`config.mk`:
```
export PLATFORM = sky130hd
export DESIGN_NAME = cache_control
export DESIGN_NICKNAME = d
export VERILOG_FILES = /design/src/rtl/cache_control.sv
export SDC_FILE = /design/constraint.sdc
export NUM_CORES = 1
export LEC_CHECK = 0
export CORE_UTILIZATION = 25
export CTS_CLUSTER_SIZE = 8
export DETAILED_ROUTE_END_ITERATION = 6
export GPL_TIMING_DRIVEN = 1
export PLACE_DENSITY = 0.78
export SYNTH_ARGS = -nofsm -noshare
export SYNTH_HDL_FRONTEND = slang
export SYNTH_SLANG_ARGS = --single-unit
```
`constraint.sdc`:
```
create_clock -name clk -period 1.15 [get_ports clk]
set_clock_uncertainty 0.15 [all_clocks]
set_input_delay 0.1725 -clock clk [delete_from_list [all_inputs] [get_ports clk]]
set_output_delay 0.1725 -clock clk [all_outputs]
set_load 0.005 [all_outputs]
```
`src/rtl/cache_control.sv`:
```
// cache_control: sequencing FSM for a 2-way, 16-set, 32-byte-line write-back
// cache datapath. It sits between the CPU memory port and physical memory,
// drives the datapath load/select strobes, and consumes tag_hit/valid/dirty.
// Handles hits, clean-miss allocate, and dirty-miss writeback then allocate.
// Optional performance counters are enabled with macro CACHE_PERF_CNT_EN.
module cache_control #(
    parameter int CNT_WIDTH = 16
) (
    input  logic                 clk,
    input  logic                 reset,
    input  logic                 mem_read,
    input  logic                 mem_write,
    input  logic                 tag_hit,
    input  logic                 valid,
    input  logic                 dirty,
    input  logic                 pmem_resp,
    output logic                 mem_resp,
    output logic                 pmem_read,
    output logic                 pmem_write,
    output logic                 load_data,
    output logic                 load_valid,
    output logic                 load_dirty,
    output logic                 load_lru,
    output logic                 load_tag,
    output logic                 clear_dirty,
    output logic                 cache_in_sel,
    output logic                 pmem_addr_sel,
    output logic [CNT_WIDTH-1:0] hit_count,
    output logic [CNT_WIDTH-1:0] miss_count
);

    typedef enum logic [1:0] {
        S_IDLE      = 2'd0,
        S_WRITEBACK = 2'd1,
        S_ALLOCATE  = 2'd2
    } state_t;

    state_t r_state;
    state_t w_next;

    logic w_req;
    logic w_hit;
    logic w_miss;

    // A simultaneous read+write is handled as a write, so mem_write alone
    // decides whether the hit merges CPU data.
    assign w_req  = mem_read | mem_write;
    assign w_hit  = w_req & tag_hit & valid;
    assign w_miss = w_req & ~w_hit;

    // State register; reset returns to IDLE from any state on the edge.
    always_ff @(posedge clk) begin
        if (reset) r_state <= S_IDLE;
        else       r_state <= w_next;
    end

    // Next-state decode; pmem requests are held until pmem_resp.
    always_comb begin
        w_next = r_state;
        case (r_state)
            S_IDLE: begin
                if (w_miss) w_next = (valid & dirty) ? S_WRITEBACK : S_ALLOCATE;
            end
            S_WRITEBACK: begin
                if (pmem_resp) w_next = S_ALLOCATE;
            end
            S_ALLOCATE: begin
                if (pmem_resp) w_next = S_IDLE;
            end
            default: w_next = S_IDLE;
        endcase
    end

    // Output decode; everything is forced low while reset is high so a reset
    // mid-miss never strobes the arrays.
    always_comb begin
        mem_resp      = 1'b0;
        pmem_read     = 1'b0;
        pmem_write    = 1'b0;
        load_data     = 1'b0;
        load_valid    = 1'b0;
        load_dirty    = 1'b0;
        load_lru      = 1'b0;
        load_tag      = 1'b0;
        clear_dirty   = 1'b0;
        cache_in_sel  = 1'b0;
        pmem_addr_sel = 1'b0;
        if (!reset) begin
            case (r_state)
                S_IDLE: begin
                    if (w_hit) begin
                        mem_resp = 1'b1;
                        load_lru = 1'b1;
                        if (mem_write) begin
                            load_data    = 1'b1;
                            cache_in_sel = 1'b1;
                            load_dirty   = 1'b1;
                        end
                    end
                end
                S_WRITEBACK: begin
                    pmem_write    = 1'b1;
                    pmem_addr_sel = 1'b1;
                end
                S_ALLOCATE: begin
                    pmem_read = 1'b1;
                    if (pmem_resp) begin
                        load_data   = 1'b1;
                        load_tag    = 1'b1;
                        load_valid  = 1'b1;
                        load_dirty  = 1'b1;
                        clear_dirty = 1'b1;
                    end
                end
                default: ;
            endcase
        end
    end

`ifdef CACHE_PERF_CNT_EN
    localparam logic [CNT_WIDTH-1:0] CNT_ONE = {{(CNT_WIDTH-1){1'b0}}, 1'b1};

    logic [CNT_WIDTH-1:0] r_hit_count;
    logic [CNT_WIDTH-1:0] r_miss_count;

    // Hit/miss counters, sampled only in IDLE; the refill-hit cycle after a
    // miss counts as a hit too. Both wrap naturally.
    always_ff @(posedge clk) begin
        if (reset) begin
            r_hit_count  <= '0;
            r_miss_count <= '0;
        end else if (r_state == S_IDLE) begin
            if (w_hit)  r_hit_count  <= r_hit_count + CNT_ONE;
            if (w_miss) r_miss_count <= r_miss_count + CNT_ONE;
        end
    end

    assign hit_count  = r_hit_count;
    assign miss_count = r_miss_count;
`else
    assign hit_count  = '0;
    assign miss_count = '0;
`endif

endmodule

```
==> qor.yml <==
pre_cts_ws_ns: -0.839
synth_cell_types: 21
critPathSlowestCell: "dfxtp_4"
place_area_sq_um: 587
crit_start: "r_state[1]$_SDFFE_PP0P_"
cts_tree: "yes"
grt_pass1_vias: 360
cts_root_buf: "clkbuf_4"
final_common_cell: "conb_1"
final_cell_mix: "conb_1, buf_2, buf_4"
power.density_mw_per_mm2: 689
finalPower_mw: 0.460
min_path_type: "input port to flop"
highest_layer: "met4"
viasPerCell: 3.47
arrival_ns: 1.06
yosysWarnings: 0
die_w_um: 45.8
grt.total_usage_pct: 9.85
cts_buffer_depth: 2
post_drt_wl_per_cell_um: 7.97
cp_cell_sequence: "buf_6, nand2b_4, nor2_4, buf_2"
cts.clk_slew.worst_paths_ns: 0.03
grt_pass1_wl_mm: 1.46
crit_path_end_kind: "output pin"
dr.pass1.iters: 2
drt-initial-drc-count: 3
layout_min_cycle_time_ns: 1.38
synth_seq_cells: 2
ir_worst_vdd_mv: 0.362
slew_viol_final: 0
power_leakage_nw: 0.344
routed_wl_um: 893
row_count: 15
fmax_ghz: 0.722
antenna_found_initial: 0
overflow: 0
largest_register_ffs: 2
syn2layout_area_growth_pct: 39.1
cts-buffers-inserted: 3
synth_area_per_cell_sq_um: 7.88
ant_nets: 0
seq_area_frac_synth_pct: 8.33
top_regs: "r_state (2)"
design.die.area_sq_mm: 0.00210
violations: "setup timing"
synthesis.area_sq_um: 480
status: "finished, violations left"
wl_met1_um: 279
n_fill_cell: 194
drive_gt1_share_pct: 48.3
wl_met3_um: 68
die_h_um: 45.8
max_stage_delay_ns: 0.36
numPortBuffers: 18
insertedDiodeCount: 0
worst-path-max-fanout: 6
vias: 389
setup_violations: 13
final_hold_viol_count: 0
fin_crit_sh_pct: 120
min-delay-start: "mem_write"
regMostFlops: "r_state"
drcViolationCount: 0
h-tree-depth: 1
io_pins: 51
wl_met2_um: 537
core_region_area_sq_mm: 0.00176
clock_latency_ns: 0.23
cts.sinks: 2
drv_cap: 0
grt_start_max_net_pins: 7
worstSetupPathType: "flop to output pin"
routabilityCongestion: 0.614
cp_data_required_time_ns: 0.83
final.setup.worst_slack_ns: -0.235
start_kind: "flop"
rsz0062_at_grt: "true"
syn_inst: 61
timing.rr.start: "r_state[1]$_SDFFE_PP0P_"
design_area_sq_um: 668
initial_core_util_pct: 27.2
nNetsFinal: 96
place_hpwl_um: 688
[power by group]
| part | internal, mW | switching [mW] |
|---|---|---|
| combinational | 0.100 | 0.0930 |
| clock | 0.129 | 0.0483 |
| sequential | 0.0752 | 0.0145 |
| total | 0.305 | 0.156 |
[path summary, 6_finish.rpt]
kind / to / slack (ns) / depth (start not counted)
setup / recovery: pmem_write / -0.23 / 4
hold / removal: r_state[0]$_SDFFE_PP0P_ / 0.28 / 4
setup reg to reg: r_state[0]$_SDFFE_PP0P_ / -0.17 / 5
hold reg to reg: r_state[0]$_SDFFE_PP0P_ / 0.67 / 4
[synth_stat cells]
cell type   n  area share (%)
a2bb2oi_1   2             3.6
buf_4      37              58
buf_6       1             2.3
clkbuf_1    1            0.78
conb_1      1            0.78
dfxtp_1     2             8.3
inv_1       1            0.78
nand2_1     1            0.78
nand2b_1    1             1.3
nand3_1     1             1.0
nor2_1      1            0.78
nor2_2      1             1.3
nor3_1      2             2.1
nor3_2      1             2.1
nor3b_1     1             1.6
nor4_1      2             2.6
nor4_2      1             2.6
nor4bb_4    1             5.2
o211ai_1    1             1.6
o21a_1      1             1.6
o21ai_0     1             1.0
[what timing repair did]
item | in CTS | in global routing
gates resized for setup | 68 | 2
hold buffers | 0 | 0
endpoints found under the setup margin | 13 | 13
cloned | 0 | 0
setup buffers | 6 | 0
pin swaps | 7 | 4
[layout make-up]
class,instances,area (sq um),area share (%)
sequential,2,47.5,7.12
tap,25,31.3,4.68
multi-input combinational,50,338,50.6
clock buffer,4,26.3,3.93
inverter,1,3.75,0.562
timing repair buffer,30,221,33.1
[stage by stage]
| step | std cells | TNS [ns] | hold WS (ns) | util, % |
|---|---|---|---|---|
| CTS | 112 | -2.78 | 0.331 | 37.8 |
| finish | 112 | -2.51 | 0.281 | 37.9 |
| global placement | 102 | -8.58 | 0.483 | 33.3 |
| global route | 112 | -3.11 | 0.293 | 37.9 |
| floorplan | 92 | -0.0289 | 0.238 | - |
| detailed placement | 102 | -8.95 | 0.504 | 33.3 |
[cells by family after synthesis]
kind of cell | share of synthesized area [%]
AO/OA/AOI/OAI | 7.81
buffers and inverters | 61.7
flip-flops | 8.33
other | 0.781
AND/OR/NAND/NOR | 21.4
[metal layers]
layer  global-route usage, %  vias to the layer above
li1                        -                      183
met5                       0                        -
met4                    5.29                        0
met1                    9.13                      178
met2                    19.2                       26
met3                    2.38                        2
[critical path, delay by kind of cell (launching register included)]
kind	cells	cell delay, ns
DFF	1	0.36
and+or+nand+nor	2	0.22
buffers and inverters	2	0.24
(Power assumes the default switching activity.)
